$ cat config.mk
export PLATFORM = sky130hd
export DESIGN_NAME = pri_sched
export DESIGN_NICKNAME = d
export VERILOG_FILES = /design/src/rtl/pri_pkg.sv /design/src/rtl/pri_sched.sv
export SDC_FILE = /design/constraint.sdc
export NUM_CORES = 1
export LEC_CHECK = 0
export CORE_UTILIZATION = 52
export DETAILED_ROUTE_END_ITERATION = 10
export PLACE_DENSITY_LB_ADDON = 0.12
export SETUP_SLACK_MARGIN = 0.4
export SYNTH_ARGS = -nofsm -noshare
export SYNTH_HDL_FRONTEND = slang
export SYNTH_SLANG_ARGS = --single-unit
$ cat constraint.sdc
create_clock -name CLK -period 2.62 [get_ports CLK]
set_clock_uncertainty 0.15 [all_clocks]
set_input_delay 0.655 -clock CLK [delete_from_list [all_inputs] [get_ports CLK]]
set_output_delay 0.655 -clock CLK [all_outputs]
set_load 0.05 [all_outputs]
$ cat src/rtl/pri_pkg.sv
// pri_pkg: order codes, FSM states and order-manipulation helpers shared with the priority selector.
package pri_pkg;
  localparam logic [2:0] P123 = 3'd0;
  localparam logic [2:0] P132 = 3'd1;
  localparam logic [2:0] P213 = 3'd2;
  localparam logic [2:0] P231 = 3'd3;
  localparam logic [2:0] P312 = 3'd4;
  localparam logic [2:0] P321 = 3'd5;
  localparam logic [1:0] NONE = 2'd3;
  typedef enum logic {ST_IDLE, ST_BUSY} state_t;
  // Unpack a code into {third, second, first}, each a 0-based requester index.
  function automatic logic [5:0] pri_order(input logic [2:0] code);
    logic [1:0] f, lo, hi;
    f = code[2:1];
    lo = (f == 2'd0) ? 2'd1 : 2'd0;
    hi = (f == 2'd2) ? 2'd1 : 2'd2;
    return code[0] ? {lo, hi, f} : {hi, lo, f};
  endfunction
  function automatic logic [2:0] pri_encode(input logic [1:0] f, input logic [1:0] s, input logic [1:0] t);
    return {f, s > t};
  endfunction
  function automatic logic [1:0] pri_winner(input logic [2:0] code, input logic [2:0] req);
    logic [5:0] o;
    o = pri_order(code);
    return req[o[1:0]] ? o[1:0] : req[o[3:2]] ? o[3:2] : req[o[5:4]] ? o[5:4] : NONE;
  endfunction
  // The two entries other than idx, in their existing relative order, as {later, earlier}.
  function automatic logic [3:0] pri_rest(input logic [2:0] code, input logic [1:0] idx);
    logic [5:0] o;
    o = pri_order(code);
    return (o[1:0] == idx) ? o[5:2] : (o[3:2] == idx) ? {o[5:4], o[1:0]} : o[3:0];
  endfunction
  function automatic logic [2:0] pri_to_head(input logic [2:0] code, input logic [1:0] idx);
    logic [3:0] r;
    r = pri_rest(code, idx);
    return pri_encode(idx, r[1:0], r[3:2]);
  endfunction
  function automatic logic [2:0] pri_to_tail(input logic [2:0] code, input logic [1:0] idx);
    logic [3:0] r;
    r = pri_rest(code, idx);
    return pri_encode(r[1:0], r[3:2], idx);
  endfunction
endpackage

$ cat src/rtl/pri_sched.sv
// pri_sched: requester-order and idle/busy handshake stage with a per-winner burst allowance.
module pri_sched
  import pri_pkg::*;
#(
  parameter int BURST = 4,
  parameter int CNT_W = 3
) (
  input  logic       CLK,
  input  logic       RST,
  input  logic       req1,
  input  logic       req2,
  input  logic       req3,
  input  logic       done,
  output logic [2:0] pri,
  output logic       is_idle,
  output logic [2:0] gnt,
  output logic       err_done
);
  state_t r_state, w_state_nxt;
  logic [2:0] r_pri, w_pri_nxt, r_gnt, w_gnt_nxt, w_req;
  logic [CNT_W-1:0] r_run, w_run_nxt, w_n;
  logic [1:0] r_last, w_last_nxt, w_win;
  logic r_idle, r_err, w_err_nxt, w_fire, w_rot;
  assign w_req = {req3, req2, req1};
  assign w_win = pri_winner(r_pri, w_req);
  assign w_fire = (r_state == ST_IDLE) && (w_win != NONE);
  assign w_n = (w_win == r_last) ? r_run + CNT_W'(1) : CNT_W'(1);
  assign w_rot = w_n >= CNT_W'(BURST);
  always_ff @(posedge CLK) begin
    if (!RST) begin
      r_state <= ST_IDLE;
      r_idle <= 1'b1;
      r_pri <= P123;
      r_gnt <= 3'b000;
      r_err <= 1'b0;
      r_run <= '0;
      r_last <= NONE;
    end else begin
      r_state <= w_state_nxt;
      r_idle <= (w_state_nxt == ST_IDLE);
      r_pri <= w_pri_nxt;
      r_gnt <= w_gnt_nxt;
      r_err <= w_err_nxt;
      r_run <= w_run_nxt;
      r_last <= w_last_nxt;
    end
  end
  always_comb begin
    w_state_nxt = w_fire ? ST_BUSY : (r_state == ST_BUSY && !done) ? ST_BUSY : ST_IDLE;
  end
  // An exhausted burst sends the winner to the tail and forgets it as the last winner.
  always_comb begin
    w_gnt_nxt = w_fire ? 3'b001 << w_win : 3'b000;
    w_pri_nxt = !w_fire ? r_pri : w_rot ? pri_to_tail(r_pri, w_win) : pri_to_head(r_pri, w_win);
    w_run_nxt = !w_fire ? r_run : w_rot ? '0 : w_n;
    w_last_nxt = !w_fire ? r_last : w_rot ? NONE : w_win;
    w_err_nxt = r_err | (r_state == ST_IDLE && done);
  end
  assign pri = r_pri;
  assign is_idle = r_idle;
  assign gnt = r_gnt;
  assign err_done = r_err;
endmodule
==> summary.md, run 1 <==
| Metric | Value |
|---|---|
| Syn Inst Count | 122 |
| Seq/Total Area, Yosys | 29.2% |
| Dpl ws | -0.231 ns |
| CTS Buffer Depth | 2 |
| Yosys top cell area share | 29.2% |
| Worst-path clk slew | 0.08 ns |
| Max IR drop VDD | around 0.33 mV |
| Worst path bufs/invs | 1 |
| Vias per cell | 5.66 |
| Mapped Area | approximately 960 sq um |
| Initial antenna violation count | 0 |
| Syn Nets | 133 |
| Initial Util | 55.6% |
| Fin Hold WS | 0.310 ns |
| Post-route clock period utilization | 83.6% |
| Post-Route WL | ~2.3 mm |
| First-pass GRT wire length | 3.84 mm |
| Yosys top cell by area | dfxtp_1 |
| Top_reg_cell synth | dfxtp_1 |
| Most frequent cells in the layout | buf_4, nand2_1, dfxtp_1 |
| Crit path depth | 1 |
| Pwr/cell area | roughly 650 mW/mm^2 |
| # clock sinks | 14 |
| Sum Neg Setup Slack | 0 ns |
| Dominant cells by area after synthesis | dfxtp_1, ha_1, a21oi_1 |
| Count of different cell masters after synthesis | 42 |
| Worst r2r dst | pri[0] |
| Root Buffer | clkbuf_4 |
| Crit. Startpoint | pri[2] |
| Total Routing Usage GR | 25.9% |
| Inst Count DP | 170 |
| Slowest cell on the critical path | dlygate4sd2_1 |
| R2r setup slk | 0.54 ns |
| Tmin final | 2.19 ns |
| Detailed-route via count | 984 |
| Status | finished clean |
| Yosys reg bits | 14 |
| Rel. slew slack | between 60% and 70% |
| Post-synthesis async set-or-reset flop share | 0% |
| Critical path type | flip-flop to output pin |
| Setup violations, final | 0 |
| First-pass detailed-route iteration total | 4 |
| Post-route ant nets | 0 |
| Leak | 0.627 nW |
| Crit path to | pri[2] |
| Die X-Extent | 45.0 um |
| Detailed Route Iter0 Violations | 32 |
| Largest net degree at the start of global routing | 18 |
| Std cell rows | 15 |
| Final slew viol count | 0 |
| CTS tree | built |
| Hold Vio Cnt, Final | 0 |
| Syn_area_per_cell | 7.87 sq um |
| Cts hold-fix bufs | 0 |
| Core ar. | between 0.0015 and 0.002 sq mm |
| Final core occ | 73.9% |
| Cell depth of the worst flop-to-flop path | 9 |
| Ant diodes | 0 |
| CP peak stage delay | 0.58 ns |
| Port-buffer cells | 13 |
| Area grow syn2layout | 33.0% |
| Layout Cells excl Fill | 174 |
| Vias in the first global route | 932 |
| Worst slew pin tran | 0.516 ns |
| EDFF count, synth | 0 |
| Hold/Removal Path Class | flip-flop to flip-flop |
| Worst Path Required | 1.81 ns |
| CP top delay family | buffers and inverters |
| Crit-path max FO | 17 |
| DRC viols | 0 |
| Syn. warnings | 0 |
| Final Worst Setup Slack | 0.429 ns |
| Routed len/inst | roughly 13 um |
| I/O pins | 14 |
| Max Cap Viol | 0 |
| Worst EP arrival | 1.39 ns |
| Reg2reg start | pri[2] |
| Later-pin clock latency in the skew report | 0.28 ns |
| Cell chain of the critical path | dlygate4sd2_1 |
| Max Clock Freq | 456 MHz |
| DP HPWL | 1.69 mm |
| Grt ovf | 0 |
| Nets | between 150 and 200 |
| Die height | 45.0 um |
| Most common cell after layout, fill and taps aside | buf_4 |
| Worst setup SP type | flip-flop |
| Fraction of layout cells with a size suffix above 1 | a little over a quarter |
| TritonCTS Buffers | 3 |
| Worst Setup End Kind | output pin |
| RSZ-0062 raised after global routing | yes |
| Gpl congestion | 0.813 |
| Htree depth | 1 |
| DIE AREA | 0.00202 sq mm |
Yosys cell counts (3+ instances only):
library cell / instances
xnor2_1: 3
a31oi_1: 4
o21ai_0: 7
inv_1: 10
nand2_1: 11
a21oi_1: 9
nor2_1: 4
clkbuf_1: 4
o211ai_1: 3
dfxtp_1: 14
nand2b_1: 3
nor3_1: 6
nand3_1: 3
ha_1: 5
area by class of cell:
class / instances / area [sq um]
Clock buffer: 3 / 22.5
Fill cell: 142 / 450
Inverter: 11 / 43.8
Multi-Input combinational cell: 90 / 636
Sequential cell: 14 / 284
Tap cell: 25 / 31.3
Timing Repair Buffer: 31 / 259
per-layer routing:
metal / track usage [%] / vias up / routed length [um]
li1: - / 490 / -
met1: 31.5 / 466 / 996
met3: 7.20 / 6 / 101
met5: 0 / - / 0
met2: 44.6 / 22 / 1140
met4: 6.67 / 0 / 28
worst min path at each step:
stage,start,endpoint,slack (ns),cells past startpoint
2_1_floorplan,r_state,gnt[2],0.31,1
3_3_place_gp,err_done,err_done,0.30,1
3_5_place_dp,err_done,err_done,0.31,1
4_1_cts,err_done,err_done,0.32,1
5_1_grt,err_done,err_done,0.34,1
6_report,err_done,err_done,0.31,1
flip-flops by register name, summed over array words and instances, names as in the netlist:
signal and cells:
r_state 1, err_done 1, r_run 3, pri 3, gnt 3, is_idle 1
r_last 2
worst register-to-register path, stage by stage (launching register included):
cell      delay, ns
dfxtp_2        0.53
nand2b_1       0.15
a21oi_1        0.11
a211oi_4       0.26
inv_1          0.10
ha_1           0.30
a21oi_1        0.16
a21oi_1        0.05
nand4b_1       0.09
nand3_1        0.07
cells by family after synthesis:
kind of cell | Yosys count | share of synthesized area (%)
simple gates | 40 | 22.7
buf+inv | 18 | 8.34
mux | 1 | 1.04
fa+ha+maj | 5 | 6.52
xor+xnor | 5 | 4.56
flops | 14 | 29.2
compound gates | 39 | 27.6
through the flow:
stage	cell area, sq um	power [mW]
after floorplan	992	0.573
after global placement	1230	0.689
after detailed placement	1230	0.704
after CTS	1270	0.823
after global routing	1280	0.893
final	1280	0.827
where the power goes:
group | leakage [nW] | total [mW] | switching (mW) | internal [mW]
combinational | 0.497 | 0.420 | 0.229 | 0.191
clock | 0.0138 | 0.119 | 0.0658 | 0.0533
sequential | 0.117 | 0.288 | 0.0484 | 0.240
what timing repair did:
action	CTS	global route
resized for setup	9	12
buffers inserted	1	0
endpoints found under the setup margin	14	14
pin swaps	0	0
No activity file was read; power rests on OpenSTA's default activity.
==> run 2, diff against run 1 <==
- CORE_UTILIZATION: 52 -> 47
- clock period: 2.62 -> 1.9 ns (I/O delays scaled with it)
==> run 2 against run 1 <==
- the run now fails in global routing (5_1_grt)
- synthesized cell count unchanged
- area after synthesis did not move
==> summary.md, run 2 <==
| Metric | Value |
|---|---|
| Syn_area_per_cell | 7.87 sq um (unchanged) |
| Yosys reg bits | 14 (unchanged) |
| Syn Nets | 133 (unchanged) |
| Count of different cell masters after synthesis | 42 (unchanged) |
| DP HPWL | 2.05 mm (was 1.69 mm) |
| Syn. warnings | 0 (unchanged) |
| Synth Area in Compound Gates | 27.6% (unchanged) |
| Most common library cells after synthesis | dfxtp_1, nand2_1, inv_1, a21oi_1, o21ai_0 (unchanged) |
| Yosys top cell by area | dfxtp_1 (unchanged) |
| Die height | 47.2 um (was 45.0 um) |
| EDFF count, synth | 0 (unchanged) |
| Worst-path endpoint after global-route repair_timing | pri[1]$_SDFFE_PN0P_/D |
| # clock sinks | 14 (unchanged) |
| Yosys top cell area share | 29.2% (unchanged) |
| Std cell rows | 15 (unchanged) |
| CTS Buffer Depth | 2 (unchanged) |
| Status | stopped before the end (was finished clean) |
| Post-synthesis async set-or-reset flop share | 0% (unchanged) |
| Top_reg_cell synth | dfxtp_1 (unchanged) |
| TritonCTS Buffers | 3 (unchanged) |
| Seq/Total Area, Yosys | 29.2% (unchanged) |
| Die X-Extent | 47.2 um (was 45.0 um) |
| Main combinational cell family by area after synthesis | compound AO/OA/AOI/OAI gates (unchanged) |
| Area after DPL | 0.00135 sq mm (was 0.00123 sq mm) |
| Top-count cell post-synth | dfxtp_1 (unchanged) |
| Dominant cells by area after synthesis | dfxtp_1, ha_1, a21oi_1 (unchanged) |
| Largest net degree at the start of global routing | 11 |
| Synth Area in Simple Gates | 22.7% (unchanged) |
| Failed at | global routing (5_1_grt) |
| I/O pins | 14 (unchanged) |
| Post-synthesis mux area share | 1.04% (unchanged) |
| Initial antenna violation count | 0 |
| Mapped Area | 960 sq um (unchanged) |
| Log Error | [ERROR DPL-0033] detailed placement checks failed during check placement. |
| Htree depth | 1 (unchanged) |
| Gpl congestion | 0.942 (was 0.813) |
| Root Buffer | clkbuf_4 (unchanged) |
| Port-buffer cells | 13 (unchanged) |
| Worst endpoint type | register input |
| Syn Inst Count | 122 (unchanged) |
| Adder-cell share of the synthesized area | 6.52% (unchanged) |
| Initial Util | 52.7% (was 55.6%) |
| Dpl ws | -0.736 ns (was -0.231 ns) |
| Post-Synth XOR/XNOR Area | 4.56% (unchanged) |
run 2: cell counts after synthesis:
Identical to the previous run, type by type.
run 2: metrics by stage:
step | std cells | util, % | TNS [ns]
after global placement | 180 | 74.1 | -4.87
after CTS | 195 | 95.2 | -0.00930
after floorplan | 122 | - | -0.399
after detailed placement | 180 | 74.1 | -5.66
run 2: kinds of logic after synthesis:
kind of cell | after synthesis
multiplexers | 1
AO/OA/AOI/OAI | 39
buffers and inverters | 18
flip-flops | 14
XOR/XNOR | 5
adder cells (fa/ha/maj) | 5
AND/OR/NAND/NOR | 40
run 2: what timing repair did:
item / CTS
setup endpoints to repair: 16
gates resized for setup: 67
hold buffers: 0
cloned: 1
buffers inserted: 11
pin swaps: 24
==> run 3, diff against run 2 <==
- CORE_AREA: default -> 2 2 63 65
- CORE_UTILIZATION: 47 -> default
- DIE_AREA: default -> 0 0 65 67
- PLACE_DENSITY_LB_ADDON: 0.12 -> 0.15
- SETUP_SLACK_MARGIN: 0.4 -> default
- clock period: 1.9 -> 2.5 ns (I/O delays scaled with it)
==> run 3 against run 2 <==
- the flow now finishes without violations
==> summary.md, run 3 (synthesized netlist as in run 1, its figures left out) <==
| Metric | Value |
|---|---|
| Vias per cell | 4.77 |
| Tmin final | 2.28 ns |
| Std cell rows | 22 (was 15) |
| Net switching power | 0.365 mW |
| Gate power share | 46.0% |
| Nets | 163 |
| Inst Count DP | 195 (was 180) |
| Max Clock Freq | 438 MHz |
| DIE AREA | 0.00436 sq mm |
| Worst slew pin tran | 0.552 ns |
| Leak | 0.572 nW |
| Worst Setup End Kind | flip-flop |
| R2r setup slk | 0.28 ns |
| Worst setup SP type | input port |
| Area grow syn2layout | 36.8% |
| Worst r2r dst | pri[0] |
| Setup violations, final | 0 |
| Clock Power Share | a little under a quarter |
| Largest net degree at the start of global routing | 16 |
| Crit-path max FO | 7 |
| Hold path start | err_done |
| Hold/Removal Path Class | flip-flop to flip-flop |
| Fraction of layout cells with a size suffix above 1 | roughly a quarter |
| Worst-path clk slew | 0.06 ns |
| Reg2reg start | pri[0] |
| Worst hold path cell count | 1 |
| Routed len/inst | 12.2 um |
| Slowest cell on the critical path | dlygate4sd2_1 |
| Grt ovf | 0 |
| Critical path type | input port to flip-flop |
| Die height | 67 um (was 47.2 um) |
| Pwr/cell area | 727 mW/mm^2 |
| Detailed-route via count | 950 |
| Vias in the first global route | 895 |
| CTS tree | built |
| Worst EP arrival | 2.26 ns |
| Hold Vio Cnt, Final | 0 |
| Sequential share of power | between 30% and 40% |
| Post-Route WL | 2.43 mm |
| Layout Cells excl Fill | 199 |
| Worst path bufs/invs | 2 |
| Initial antenna violation count | 0 |
| CP peak stage delay | roughly 0.32 ns |
| I/O pins | 14 (unchanged) |
| Detailed Route Iter0 Violations | 61 |
| CP top delay family | compound AO/OA/AOI/OAI gates |
| Final core occ | 36.4% |
| First-pass GRT wire length | 4.02 mm |
| Pint | 0.589 mW |
| Total Routing Usage GR | roughly an eighth |
| Sum Neg Setup Slack | 0 ns |
| Most common cell after layout, fill and taps aside | buf_4 |
| Max Cap Viol | 0 |
| Gpl congestion | 0.803 (was 0.942) |
| Die X-Extent | 65 um (was 47.2 um) |
| Worst Path Required | ~2.5 ns |
| # clock sinks | 14 (unchanged) |
| Port-buffer cells | 13 (unchanged) |
| Status | finished clean (was stopped before the end) |
| Worst Hold Endpoint | err_done |
| Later-pin clock latency in the skew report | 0.25 ns |
| DRC viols | 0 |
| Core ar. | between 0.003 and 0.004 sq mm |
| DP HPWL | 1.84 mm (was 2.05 mm) |
| Post-route clock period utilization | 91.3% |
| Htree depth | 1 (unchanged) |
| Rel. slew slack | 63.2% |
| Switching part of the total | 38.2% |
| Most used cell, CP | a21oi_1 |
| TritonCTS Buffers | 3 (unchanged) |
| Final slew viol count | 0 |
| Root Buffer | clkbuf_8 (was clkbuf_4) |
| First-pass detailed-route iteration total | 4 |
| Cell depth of the worst flop-to-flop path | 10 |
| Max IR drop VDD | 0.302 mV |
| RSZ-0062 raised after global routing | no |
| Initial Util | 26.6% (was 52.7%) |
| Ant diodes | 0 |
| Post-route ant nets | 0 |
| CTS Buffer Depth | 2 (unchanged) |
| Cell chain of the critical path | dlygate4sd2_1 > a21o_1 > a211oi_4 > inv_1 > ha_1 > a21oi_1 > a21oi_1 > nand4b_1 > nand3_1 |
| Setup bufs post-CTS | 0 (was 11) |
| Most frequent cells in the layout | buf_4, dfxtp_1, nand2_1 |
-- run 3: metal layers --
layer	global-route usage, %	part of all wire (%)	routed length [um]	vias up
li1	-	-	-	492
met1	13.6	47	1150	444
met2	23.2	49	1200	12
met3	3.04	3.1	75	2
met4	2.39	0.33	8	0
met5	0	0	0	-
-- run 3: cell type report --
class,count,area (sq um)
fill,395,2290
multi-input combinational,90,612
sequential,14,280
timing repair buffer,32,262
tap,48,60.1
clock buffer,4,55.1
inverter,11,43.8
-- run 3: timing repair --
action	CTS	global route
hold buffers	0	0
gates resized for setup	3	4
pin swaps	0	2
setup endpoints to repair	4	2
-- run 3: power groups by stage --
| stage | Combinational (mW) | Clock [mW] | Sequential (mW) |
|---|---|---|---|
| 6_report | 0.439 | 0.222 | 0.294 |
| 5_1_grt | 0.486 | 0.234 | 0.300 |
| 4_1_cts | 0.444 | 0.228 | 0.293 |
| 3_5_place_dp | 0.440 | 0 | 0.298 |
| 3_3_place_gp | 0.440 | 0 | 0.295 |
| 2_1_floorplan | 0.256 | 0 | 0.333 |
-- run 3: per-stage QoR --
| stage | power (mW) | hold slack (ns) | cell area [sq um] | setup WS [ns] |
|---|---|---|---|---|
| final | 0.954 | 0.323 | 1310 | 0.218 |
| after global placement | 0.736 | 0.297 | 1250 | -0.361 |
| after global routing | 1.02 | 0.379 | 1310 | 0.0457 |
| after CTS | 0.966 | 0.321 | 1310 | 0.0497 |
| after floorplan | 0.589 | 0.309 | 960 | 0.0870 |
| after detailed placement | 0.737 | 0.309 | 1250 | -0.385 |
-- run 3: worst max path at each step --
stage	from	endpoint	slack, ns	depth (start not counted)
2_1_floorplan	pri[0]	pri[0]	0.09	11
3_3_place_gp	req1	pri[2]	-0.36	7
3_5_place_dp	req1	pri[2]	-0.39	7
4_1_cts	req3	pri[0]	0.05	9
5_1_grt	pri[0]	pri[0]	0.05	10
6_report	req2	pri[0]	0.22	9
-- run 3: worst reg2reg max path, cell delays in order (launching register included) --
cell	delay, ns
dfxtp_1	0.67
nor3_2	0.10
a31oi_1	0.15
or2_2	0.13
o2111a_1	0.23
inv_1	0.06
ha_1	0.28
a21oi_1	0.13
a21oi_1	0.06
o311ai_1	0.07
nand3_1	0.09
==> run 4, diff against run 3 <==
- CTS_BUF_LIST: default -> sky130_fd_sc_hd__clkbuf_4 sky130_fd_sc_hd__clkbuf_8 sky130_fd_sc_hd__clkbuf_16
==> results of run 4 <==
The final DEF is identical to that of run 3; final timing and power are the same.
